[src/rtl/sound_voice_mixer.sv]
// Square-wave voice bank with per-note durations, mixed into one saturated, registered signed sample.
// Optional feature: define SOUND_DECAY_EN for a per-tick linear amplitude decay on each voice.
module sound_voice_mixer #(
    parameter int NUM_VOICES  = 4,
    parameter int DIV_W       = 20,
    parameter int DUR_W       = 16,
    parameter int TICK_DIV    = 50000,
    parameter int AMP_W       = 32,
    parameter int AMPLITUDE   = 100000000,
    parameter int DECAY_SHIFT = 6
) (
    input  logic                                                  clock,
    input  logic                                                  reset,
    input  logic                                                  cmd_valid,
    output logic                                                  cmd_ready,
    input  logic [((NUM_VOICES > 1) ? $clog2(NUM_VOICES) : 1)-1:0] cmd_voice,
    input  logic                                                  cmd_stop,
    input  logic [DIV_W-1:0]                                      cmd_half_period,
    input  logic [DUR_W-1:0]                                      cmd_duration,
    output logic [NUM_VOICES-1:0]                                 voice_active,
    output logic [NUM_VOICES-1:0]                                 voice_done,
    output logic signed [AMP_W-1:0]                               sound_out
);

    localparam int PRE_W = (TICK_DIV > 1) ? $clog2(TICK_DIV) : 1;
    localparam int SUM_W = AMP_W + 5;
    localparam logic [AMP_W-1:0] LEVEL_MAX  = AMP_W'(AMPLITUDE);
    localparam logic [AMP_W-1:0] DECAY_STEP = AMP_W'(AMPLITUDE >> DECAY_SHIFT);
    localparam logic signed [SUM_W-1:0] SAT_MAX =
        $signed({{(SUM_W - AMP_W + 1){1'b0}}, {(AMP_W - 1){1'b1}}});
    localparam logic signed [SUM_W-1:0] SAT_MIN =
        $signed({{(SUM_W - AMP_W + 1){1'b1}}, {(AMP_W - 1){1'b0}}});

    logic [PRE_W-1:0]      presc;
    logic                  tick;
    logic                  cmd_fire;
    logic                  cmd_load;

    logic [NUM_VOICES-1:0] active;
    logic [NUM_VOICES-1:0] phase;
    logic [NUM_VOICES-1:0] done;
    logic [DIV_W-1:0]      half [NUM_VOICES];
    logic [DIV_W-1:0]      cnt [NUM_VOICES];
    logic [DUR_W-1:0]      remain [NUM_VOICES];
    logic [AMP_W-1:0]      level [NUM_VOICES];

    logic signed [SUM_W-1:0] mix_sum;

    // Free-running duration tick; commands never disturb it.
    assign tick = (presc == PRE_W'(TICK_DIV - 1));

    always_ff @(posedge clock or posedge reset) begin
        if (reset) begin
            presc <= '0;
        end else if (tick) begin
            presc <= '0;
        end else begin
            presc <= presc + 1'b1;
        end
    end

    assign cmd_ready = ~reset;
    assign cmd_fire  = cmd_valid & cmd_ready & (int'(cmd_voice) < NUM_VOICES);
    assign cmd_load  = ~cmd_stop & (cmd_half_period >= DIV_W'(2));

    // A command to a voice takes priority over that voice's own timing in the same cycle.
    always_ff @(posedge clock or posedge reset) begin
        if (reset) begin
            active <= '0;
            phase  <= '0;
            done   <= '0;
            for (int v = 0; v < NUM_VOICES; v++) begin
                half[v]   <= '0;
                cnt[v]    <= '0;
                remain[v] <= '0;
            end
        end else begin
            done <= '0;
            for (int v = 0; v < NUM_VOICES; v++) begin
                if (cmd_fire && int'(cmd_voice) == v) begin
                    if (cmd_load) begin
                        active[v] <= 1'b1;
                        phase[v]  <= 1'b1;
                        cnt[v]    <= '0;
                        half[v]   <= cmd_half_period;
                        remain[v] <= cmd_duration;
                    end else begin
                        active[v] <= 1'b0;
                        phase[v]  <= 1'b0;
                    end
                end else if (active[v]) begin
                    if (cnt[v] == half[v] - 1'b1) begin
                        phase[v] <= ~phase[v];
                        cnt[v]   <= '0;
                    end else begin
                        cnt[v] <= cnt[v] + 1'b1;
                    end
                    if (tick && remain[v] != '0) begin
                        remain[v] <= remain[v] - 1'b1;
                        if (remain[v] == DUR_W'(1)) begin
                            active[v] <= 1'b0;
                            done[v]   <= 1'b1;
                        end
                    end
                end
            end
        end
    end

`ifdef SOUND_DECAY_EN
    always_ff @(posedge clock or posedge reset) begin
        if (reset) begin
            for (int v = 0; v < NUM_VOICES; v++) begin
                level[v] <= '0;
            end
        end else begin
            for (int v = 0; v < NUM_VOICES; v++) begin
                if (cmd_fire && cmd_load && int'(cmd_voice) == v) begin
                    level[v] <= LEVEL_MAX;
                end else if (active[v] && tick) begin
                    level[v] <= (level[v] > DECAY_STEP) ? level[v] - DECAY_STEP : '0;
                end
            end
        end
    end
`else
    logic unused_decay_step;
    assign unused_decay_step = ^DECAY_STEP;

    always_comb begin
        for (int v = 0; v < NUM_VOICES; v++) begin
            level[v] = LEVEL_MAX;
        end
    end
`endif

    // Five guard bits cover up to 16 full-scale voices before clamping.
    always_comb begin
        mix_sum = '0;
        for (int v = 0; v < NUM_VOICES; v++) begin
            if (active[v]) begin
                if (phase[v]) begin
                    mix_sum = mix_sum + $signed({{(SUM_W - AMP_W){1'b0}}, level[v]});
                end else begin
                    mix_sum = mix_sum - $signed({{(SUM_W - AMP_W){1'b0}}, level[v]});
                end
            end
        end
    end

    always_ff @(posedge clock or posedge reset) begin
        if (reset) begin
            sound_out <= '0;
        end else if (mix_sum > SAT_MAX) begin
            sound_out <= SAT_MAX[AMP_W-1:0];
        end else if (mix_sum < SAT_MIN) begin
            sound_out <= SAT_MIN[AMP_W-1:0];
        end else begin
            sound_out <= mix_sum[AMP_W-1:0];
        end
    end

    assign voice_active = active;
    assign voice_done   = done;

endmodule

[config.mk]
export PLATFORM = sky130hd
export DESIGN_NAME = sound_voice_mixer
export DESIGN_NICKNAME = d
export VERILOG_FILES = /design/src/rtl/sound_voice_mixer.sv
export SDC_FILE = /design/constraint.sdc
export NUM_CORES = 1
export LEC_CHECK = 0
export ABC_AREA = 1
export CAP_MARGIN = 20
export CORE_ASPECT_RATIO = 1.75
export CORE_MARGIN = 8
export CORE_UTILIZATION = 40
export CTS_CLUSTER_DIAMETER = 120
export DETAILED_ROUTE_END_ITERATION = 8
export GPL_ROUTABILITY_DRIVEN = 0
export PLACE_DENSITY_LB_ADDON = 0.12
export SETUP_SLACK_MARGIN = 0.1
export SKIP_LAST_GASP = 1
export SLEW_MARGIN = 20
export SYNTH_ARGS = -nofsm -noshare
export SYNTH_HDL_FRONTEND = slang
export SYNTH_SLANG_ARGS = --single-unit
[constraint.sdc]
create_clock -name clock -period 9.63 [get_ports clock]
set_input_delay 1.926 -clock clock [delete_from_list [all_inputs] [get_ports clock]]
set_output_delay 1.926 -clock clock [all_outputs]
set_load 0.02 [all_outputs]
# --- Word level (Yosys, flattened, before mapping) ---
# Index checks and enable logic that the tools add are counted.
op_classes:
  add_sub_neg: 19
  div_mod_pow: 0
  reduce_logical: 41
  n_mul: 0
  order_cmp: 3
  n_shift: 0
  eq_ne: 16
  bitwise_logic: 8
  n_mux: 82
op_table:
  columns: ["op", "n"]
  rows:
  - ["$mux 37", 8]
  - ["$mux 20", 13]
  - ["$mux 16", 14]
  - ["$add 37x28->37 const B", 3]
  - ["$sub 37x28->37 const B", 3]
  - ["$add 20x1->20 const B", 4]
  - ["$eq 20x20->1", 4]
  - ["$sub 20x1->20 const B", 4]
  - ["$eq 16x1->1 const B", 4]
  - ["$mux 32", 2]
  - ["$reduce_bool 16->1", 4]
  - ["$sub 16x1->16 const B", 4]
  - ["$mux 1", 45]
  - ["$gt 37x32->1 const B", 1]
  - ["$lt 37x32->1 const B", 1]
  - ["$reduce_and 2->1", 12]
  - ["$reduce_bool 2->1", 12]
  - ["$ge 20x2->1 const B", 1]
  - ["$add 16x1->16 const B", 1]
  - ["$eq 16x16->1 const B", 1]
  - ["$reduce_and 3->1", 4]
  - ["$logic_and 1x1->1", 8]
  - ["$ne 2x2->1 const B", 4]
  - ["$not 1->1", 6]
  - ["other kinds (4)", 6]
totals:
  mem_bits_rw: 0
  out_inout_bits: 41
  romBits: 0
  n_memories: 0
  inputBits: 42
  latchBits: 0
  reg_bits: 284
  elab_cells: 189

# --- Depth between registers and ports, before layout ---
# Gate-level depths: netlist of the first run.
logic_depth:
  word_depth: 14
  ltp_mapped: 44
  ltp_nobuf: 42

# --- Worst setup path before layout of the first run ---
# No wires, ideal clock.
synth_timing:
  kind: "input to register"
  from: "input port reset"
  to: "register cnt[70] (netlist name)"
  required_time_ns: 9.508
  arrival_ns: 10.260
  path_stages: 9
  setup_ns: 0.122
  path_buffers: 1
  path_slack_ns: -0.752
  path_cell_list: "inv_1 -> nand2_1 -> nor3_1 -> nand3_1 -> nand2_1 -> clkbuf_1 -> nand3_1 -> o21ai_0 -> nor2_2"
synth_between:
  elab_chain_len: 5
  elab_cells_between_ends: 7
  cone_classes: "eq/ne (1); mux (1); bitwise (2); reduce/logical (3)"
synth_lines:
  columns: ["item", "line", "text"]
  rows:
  - ["start: declaration", "13", "input logic reset,"]
  - ["$not 1->1 *", "62", "assign cmd_ready = ~reset;"]
  - ["$and 1x1->1 *", "63", "assign cmd_fire = cmd_valid & cmd_ready & (int'(cmd_voice) < NUM_VOICES);"]
  - ["$logic_and 1x1->1 *", "80", "if (cmd_fire && int'(cmd_voice) == v) begin"]
  - ["$ne 2x2->1 (no source line) / $reduce_bool 2->1 (equally long branches)", null, null]
  - ["$reduce_and 2->1 (no source line)", null, null]
  - ["end signal: indexed assignment", "96", "cnt[v] <= cnt[v] + 1'b1;"]
  - ["end: declaration", "43", "logic [DIV_W-1:0] cnt [NUM_VOICES];"]
# Mark *: on every way between the ends. The rest lies on a longest branch, timed or not.
# A chain may end at the register's enable or synchronous reset.

# --- Worst setup path in the final report of the first run ---
layout_timing:
  from: "register active[0] (netlist: voice_active[0])"
  to: "register sound_out[16]"
layout_between:
  elab_chain_len: 13
  elab_cells_between_ends: 17
  cone_classes: "add/sub (6); order compare (2); mux (9)"
layout_lines:
  columns: ["item", "line", "text"]
  rows:
  - ["start: declaration", "39", "logic [NUM_VOICES-1:0] active;"]
  - ["start signal: assignment", "69", "active <= '0;"]
  - ["start signal: indexed assignment", "82", "active[v] <= 1'b1;"]
  - ["start signal: indexed assignment", "88", "active[v] <= 1'b0;"]
  - ["$mux 37 *", "141", "if (active[v]) begin"]
  - ["$sub 37x28->37 / $add 37x28->37 (equally long branches)", "145, 143", null]
  - ["$mux 37", "142", "if (phase[v]) begin"]
  - ["$mux 37 *", "141", null]
  - ["$sub 37x28->37 / $add 37x28->37 (equally long branches)", "145, 143", null]
  - ["$mux 37", "142", null]
  - ["$mux 37 *", "141", null]
  - ["$sub 37x28->37 / $add 37x28->37 (equally long branches)", "145, 143", null]
  - ["$mux 37", "142", null]
  - ["$mux 37 *", "141", null]
  - ["$lt 37x32->1", "156", "end else if (mix_sum < SAT_MIN) begin"]
  - ["$mux 32", "156", null]
  - ["$mux 32 *", "154", "end else if (mix_sum > SAT_MAX) begin"]
  - ["end signal: assignment", "155", "sound_out <= SAT_MAX[AMP_W-1:0];"]
  - ["end signal: assignment", "157", "sound_out <= SAT_MIN[AMP_W-1:0];"]
  - ["end signal: assignment", "159", "sound_out <= mix_sum[AMP_W-1:0];"]
  - ["end: declaration", "22", "output logic signed [AMP_W-1:0] sound_out"]
# Marked as above.

==> results.cfg, run 1 <==
[logic_synthesis]
synth_top_family_by_area = simple AND/OR/NAND/NOR gates
yosysSeqAreaShare_pct = 33.4
synth-simple-area-share_pct = 30.2
ys_async_sr_fraction_pct = 100
yosys.area.top_type = dfrtp_1
ys_seq_elements = 277
synth-compound-area-share_pct = 12.3
syn_nets = 3106
ys_warn_count = 0
syn_area_um2 = 20700
synth_xor_xnor_area_share_pct = 10.6
avgSynthCellArea_um2 = 6.95
postSynthCellCount = 2984
synth_area_leaders = dfrtp_1, nand2_1, xor2_1, inv_1, nor2_1
synth_fa_ha_area_share_pct = 5.04
synth_edf_count = 0
synth_top_area_share_pct = 33.4
synth_cell_types = 62
synth_mux_area_share_pct = 0
synth_flop_cell = dfrtp_1

[critical_path]
cp_top_family = simple AND/OR/NAND/NOR gates
crit_path_top_delay_cell = dfrtp_1
r2r_slack_ns = 3.12
cp.required_ns = 10.13
setup.worst_path.end_class = register
crit_cells = 36
cp.arrival_ns = 7.02
critPathKind = reg2reg
crit_fanout = 24
worstPathBufferInverterCount = 4
rr_worst_depth = 36
cp-start-kind = register
cpPeakStageDelay_ns = 0.49
critical_path.endpoint = sound_out[16]
r2r-end = sound_out[16]
r2r-start = voice_active[0]
cp-startpoint = voice_active[0]

[final_layout]
final_area_um2 = 23200
nNetsFinal = 3149
layout_common_cells = nand2_1, inv_1, nor2_1
area_delta_synth_final_pct = 12.0
layout-drive-gt1-share_pct = 4.30
finish.utilization_pct = 45.2
n_antenna_cell = 0
layout_commonest_cell = nand2_1

[floorplanning]
fp.dieW_um = 188
coreArea_um2 = 51300
start_util_pct = 40.4
rows = 110
ios = 83
die_h_um = 317
die_area_um2 = 59700

[sta]
fin_crit_ns = 6.51
fmax_mhz = 153
max-slew-margin-rel_pct = 37.3
rsz0062_at_grt = false
holdWs_ns = 0.462
setup_tns_ns = 0
max_slew.worst_pin.slew_ns = 0.938
setup-violations-final = 0
hold_violations = 0
fin_skew_ns = 0.0287
fin_crit_sh_pct = 67.7
drv_slew = 0

[clock_tree]
clk_latency_ns = 0.59
numClockSinks = 277
clk_path_buf_depth = 3
clk_pin_slew_ns = 0.06
cts-buffers-inserted = 29
clock-root-buffer = clkbuf_16
htree_levels = 1
cts_tree = done
cts_setup_buffers = 0
cts_resized = 0
cts_hold_buf = 0

[detailed_routing]
vias_per_cell = 5.24
ant_nets = 0
drt_wl_total_mm = 65.5
wl_per_cell_um = 17.6
drt_pass1_iterations = 7
vias = 19500
dr.first_iter.drc_count = 1183
remaining_drc_errors = 0

[grt]
grt_usage_pct = 22.0
antenna_found_initial = 0
grt_pass1_vias = 19900
grt_max_degree = 132
overflow = 0
grt_first_pass_wirelength_mm = 106

[power]
leakage_nw = 11.0
ir_drop_uv = 159
pwr-share-seq_pct = 25.6
p_comb_share_pct = 54.9
powerDensity_nw_per_um2 = 283
p_sw_w = 0.00310
p_int_w = 0.00347
p_clk_share_pct = 19.5
switching_share_pct = 47.2
p_total_w = 0.00657

[placed_design]
place_area_um2 = 22100
hpwl_mm = 50.7
io_buffers = 82

[job]
cap_violations = 0

[status]
outcome = complete, no violations

[min_path]
min_path_type = reg2reg
[power by group through the flow]
stage / combinational (W) / clock (W) / sequential [W]
CTS: 0.00361 / 0.00131 / 0.00169
floorplan: 0.00256 / 0 / 0.00170
detailed placement: 0.00359 / 0 / 0.00170
global placement: 0.00356 / 0 / 0.00170
finish: 0.00361 / 0.00128 / 0.00169
global route: 0.00407 / 0.00136 / 0.00172
[routing by layer]
metal	routed length, µm	part of all wire [%]	GRT usage [%]	up-vias
li1	-	-	-	9705
met1	24300	37	22.9	9130
met2	34200	52	41.9	459
met3	2320	3.5	2.14	192
met4	4590	7.0	13.9	0
met5	0	0	0	-
[cell families (layout without fill, tap and decap cells)]
kind of cell               Yosys count  count (layout)
AOI/OAI and AO/OA                  464             464
xor gates and xnor gates           248             248
adders and majority gates           80              80
buffers and inverters              442             507
DFF                                277             277
and+or+nand+nor                   1473            1473
[final cells by class]
type,instances,area [µm²]
Fill cell,5378,28100
Multi-Input combinational cell,2265,12100
Sequential cell,277,6930
Inverter,356,1340
Timing Repair Buffer,98,957
Clock buffer,41,851
Tap cell,672,841
Clock inverter,12,219
[sequential cells by signal (all words and copies together), names as in the netlist]
signal and flops:
cnt 80, half 80, phase 4, presc 16, remain 64, sound_out 25
voice_active 4, voice_done 4
[stage by stage]
step	cells	setup WS [ns]
detailed placement	3668	3.14
global route	3721	2.39
finish	3721	3.12
global placement	3668	3.39
CTS	3721	3.13
floorplan	2984	1.56
[Yosys cell counts (3+ instances only)]
library cell / n
nor3_2: 4
a21o_1: 7
buf_4: 13
nand4_1: 55
fa_1: 6
inv_1: 348
a21boi_0: 4
o211ai_1: 13
nand2_1: 766
o21a_1: 6
o21ai_0: 227
nand3_2: 4
ha_1: 74
clkbuf_1: 55
a21oi_1: 147
o21bai_1: 13
or2_2: 16
clkinv_1: 3
a31oi_1: 17
xnor2_1: 71
nor3_1: 66
and2_1: 4
nor3b_1: 6
nor2_4: 3
dfrtp_1: 277
nor2_2: 17
nand3_1: 167
xor2_1: 175
nand2_2: 3
nor2_1: 330
nor4_1: 15
buf_2: 14
nand3b_1: 6
o22ai_1: 8
inv_2: 5
[worst min-delay path by stage]
stage | startpoint | endpoint | slack [ns] | depth (start not counted)
2_1_floorplan | presc[0] | presc[0] | 0.43 | 1
3_3_place_gp | presc[0] | presc[0] | 0.46 | 1
3_5_place_dp | presc[0] | presc[0] | 0.46 | 1
4_1_cts | presc[0] | presc[0] | 0.47 | 1
5_1_grt | presc[15] | presc[15] | 0.50 | 1
6_report | presc[0] | presc[0] | 0.46 | 1
No activity file was read; power rests on OpenSTA's default activity.
==> run 2, diff against run 1 <==
==> constraint.sdc (replaced) <==
create_clock -name clock -period 6.1 [get_ports clock]
set_input_delay 1.22 -clock clock [delete_from_list [all_inputs] [get_ports clock]]
set_output_delay 1.22 -clock clock [all_outputs]
set_load 0.02 [all_outputs]
==> results.cfg, run 2 (synthesis gave the netlist of run 1 again) <==
[sta]
drv_slew = 0
max-slew-margin-rel_pct = 33.6
rsz0062_at_grt = false
setup-violations-final = 0
fin_crit_ns = 5.63
fmax_mhz = 178
hold_violations = 0
holdWs_ns = 0.463
fin_skew_ns = 0.0189
fin_crit_sh_pct = 92.3
max_slew.worst_pin.slew_ns = 0.996

[detailed_routing]
wl_per_cell_um = 18.1
remaining_drc_errors = 0
dr.first_iter.drc_count = 1222
vias = 19900
ant_nets = 0
vias_per_cell = 5.31
drt_pass1_iterations = 6
drt_wl_total_mm = 67.9

[floorplanning]
ios = 83
rows = 110
die_h_um = 317
die_area_um2 = 59700
coreArea_um2 = 51300
start_util_pct = 40.4
fp.dieW_um = 188

[min_path]
min_path_type = reg2reg
hold_start = presc[0]
hold_path_depth = 1
min_to = presc[0]

[critical_path]
cpPeakStageDelay_ns = 0.48
cp.required_ns = 6.56
r2r_slack_ns = 0.47
crit_fanout = 24
cp_common_cell = nand2_1
crit_path_top_delay_cell = fa_1
cp.arrival_ns = 6.09
r2r-end = sound_out[9]
cp-start-kind = register
critPathKind = reg2reg
setup.worst_path.end_class = register
r2r-start = voice_active[0]
rr_worst_depth = 32

[final_layout]
largestRegisters = cnt x80, half x80, remain x64
area_delta_synth_final_pct = 13.9
nNetsFinal = 3181
layout_common_cells = nand2_1, inv_1, nor2_1
layout_commonest_cell = nand2_1
final-instance-count-excl-fill = 3753
n_antenna_cell = 0
layout-drive-gt1-share_pct = 7.04
finish.utilization_pct = 46.0

[grt]
overflow = 0
grt_pass1_vias = 20100
grt_max_degree = 157
grt_usage_pct = 22.5
antenna_found_initial = 0
grt_first_pass_wirelength_mm = 107

[clock_tree]
numClockSinks = 277
htree_levels = 1
clock-root-buffer = clkbuf_16
clk_pin_slew_ns = 0.07
cts_tree = done
clk_path_buf_depth = 3
cts-buffers-inserted = 29
clk_latency_ns = 0.58

[power]
leakage_nw = 11.2
powerDensity_nw_per_um2 = 451
ir_drop_uv = 250

[placed_design]
placed_cells = 3695
hpwl_mm = 52.2
io_buffers = 82

[job]
cap_violations = 0

[status]
outcome = complete, no violations
## run 2: repair_timing
action / in CTS / in global routing
pin swaps: 0 / 10
gates resized for setup: 2 / 65
buffers inserted: 0 / 5
hold buffers: 0 / 0
setup endpoints to repair: 22 / 25
## run 2: worst max-delay path by stage
stage               cells after the start  slack, ns            end             from
finish                                 32       0.47   sound_out[9]  voice_active[0]
global route                           39       0.05  sound_out[23]         phase[0]
CTS                                    38       0.18   sound_out[8]  voice_active[0]
detailed placement                     36       0.09   sound_out[8]  voice_active[0]
global placement                       38      -0.03  sound_out[21]  voice_active[0]
floorplan                              10      -1.20         cnt[8]            reset
## run 2: area by class of cell
type,count,area [µm²]
clock inverters,12,146
fillers,5281,27700
clock buffers,41,831
inverters,356,1340
flip-flops and latches,277,6930
multi-input cells,2265,12300
repair buffers,130,1220
well taps,672,841
## run 2: per-stage QoR
step | setup slack, ns | power, W | area (µm²) | setup TNS (ns)
CTS | 0.179 | 0.0105 | 23400 | 0
global placement | -0.0350 | 0.00852 | 22400 | -0.619
finish | 0.468 | 0.0107 | 23600 | 0
global route | 0.0519 | 0.0115 | 23600 | 0
floorplan | -1.20 | 0.00672 | 20800 | -221.34
detailed placement | 0.0904 | 0.00856 | 22400 | 0
## run 2: layer usage
metal	GRT usage (%)	routed length [µm]
met5	0	0
met4	14.3	4430
met3	2.72	2850
met2	42.7	36000
met1	22.9	24700
## run 2: power breakdown
part           internal (W)  switching (W)
clock network       0.00107       0.000787
logic               0.00229        0.00387
registers           0.00224       0.000403
## run 2: critical path, delay by kind of cell, from the launching register on
kind	cells	cell delay, ns
AOI/OAI and AO/OA	5	0.91
DFF	1	0.39
adders and majority gates	4	1.58
buffers and inverters	5	0.70
xor gates and xnor gates	1	0.20
and+or+nand+nor	17	1.75
==> variant, RTL diff (flow settings as in run 2) <==
The parameter `DIV_W` goes from 20 to 28.
--- a/src/rtl/sound_voice_mixer.sv
+++ b/src/rtl/sound_voice_mixer.sv
@@ -2,7 +2,7 @@
 // Optional feature: define SOUND_DECAY_EN for a per-tick linear amplitude decay on each voice.
 module sound_voice_mixer #(
     parameter int NUM_VOICES  = 4,
-    parameter int DIV_W       = 20,
+    parameter int DIV_W       = 28,
     parameter int DUR_W       = 16,
     parameter int TICK_DIV    = 50000,
     parameter int AMP_W       = 32,
Interface: changed (resized cmd_half_period); port bits go from 83 to 91. No check against the original RTL was run, so the function may have changed too.
==> variant against run 2 <==
Area after synthesis increased by 19%. Cell area increased by 18%. Die area increased by 18%. Wire length rose by 15%. Combinational power fell by 4.2%. Setup slack worse by 0.035 ns. Highest routed layer unchanged. Largest cell class unchanged. First-iteration DRC count shrank 6.6%. Maximum frequency down 0.62%. Power up 7.8%. Sequential cell count rose by 64. Via count is 14% higher. Global-route usage is 0.52 points lower.
==> variant: results <==
{
  "cp.arrival_ns": 6.14,
  "leakagePower_nw": 13.3,
  "ys_seq_area_share_pct": 34.5,
  "post_synth_fa_ha_maj_area_fraction_pct": 3.87,
  "fillers": 6452,
  "ys_top_cells_by_area": "dfrtp_1, nand2_1, xor2_1",
  "r2r_setup_slack_ns": 0.43,
  "muxShareOfSynthArea_pct": 0.0404,
  "crit_fanout": 7,
  "outcome": "completed",
  "clk_latency_ns": 0.60,
  "worstRegToRegCells": 30,
  "yosysWarningCount": 0,
  "min_from": "presc[15]",
  "tightestPinTransition_ns": 0.899,
  "synth_compound_area_share_pct": 12.3,
  "io_buffers": 90,
  "drt-initial-drc-count": 1141,
  "whs_endpoint": "presc[15]",
  "grt_util_all_layers_pct": 21.9,
  "cts_buffers": 38,
  "reg_top3": "cnt (112), half (112), remain (64)",
  "grt_max_degree": 152,
  "critical_path.max_stage_delay_ns": 0.52,
  "drt_pre_antenna_iters": 5,
  "grt_pass1_vias": 23200,
  "viasPerCell": 5.13,
  "ir_drop_uv": 401,
  "finalCritPeriodShare_pct": 92.9,
  "worst_setup_hold_path_clk_slew_ns": 0.06,
  "synth_nets": 3657,
  "drive_gt1_share_pct": 7.46,
  "synthTopCellsByCount": "nand2_1, nor2_1, inv_1",
  "skew_ns": 0.0354,
  "synthXorXnorAreaFrac_pct": 11.1,
  "grt_pass1_wl_um": 123000,
  "post-dp-hpwl_um": 59500,
  "dpl_worst_slack_ns": 0.149,
  "diodes": 0,
  "htreeDepth": 2,
  "r2r-end": "sound_out[24]",
  "wl_um": 77900
}
[variant: cell types whose count changed in the layout (fill, tap and decap cells not counted), moves of 12 or more]
cell     change
a21oi_1     +48
nand2_1    +154
nor2_2      +12
buf_4       -20
nor2_1      +97
dfrtp_1     +63
nand4_1     -17
inv_1       +21
xnor2_1     +15
o21ai_0     +37
nand2_2     +23
xor2_1      +29
o21ai_1     +19
[variant: layout make-up]
| class | instances | area share, % |
|---|---|---|
| multi-input cells | 2710 | 52.2 |
| flip-flops and latches | 341 | 30.5 |
| inverters | 386 | 5.26 |
| repair buffers | 117 | 4.04 |
| clock buffers | 49 | 3.77 |
| well taps | 793 | 3.55 |
| clock inverters | 18 | 0.636 |
[variant: routing by layer]
metal / vias to the layer above / wire length [µm] / share of wire (%) / GRT usage (%)
li1: 11500 / - / - / -
met1: 10600 / 29000 / 37 / 22.7
met2: 384 / 42700 / 55 / 42.7
met3: 170 / 2510 / 3.2 / 2.77
met4: 0 / 3690 / 4.7 / 10.1
met5: - / 0 / 0 / 0
[variant: report_power, final]
part	switching (W)	internal, W
clock network	0.00105	0.00128
registers	0.000559	0.00272
logic	0.00374	0.00216
[variant: stage by stage]
stage | hold slack, ns | cell area [µm²] | TNS [ns] | instances
floorplan | 0.433 | 25200 | -675.73 | 3534
global placement | 0.465 | 26600 | 0 | 4342
detailed placement | 0.471 | 26600 | 0 | 4342
finish | 0.473 | 27900 | 0 | 4414
global route | 0.494 | 27900 | 0 | 4414
CTS | 0.480 | 27800 | 0 | 4409
[variant: timing repair]
action / 4_1_cts / 5_1_grt
endpoints found under the setup margin: 0 / 24
hold buffers: 0 / 0
buffers inserted: 0 / 2
gates resized for setup: 0 / 20
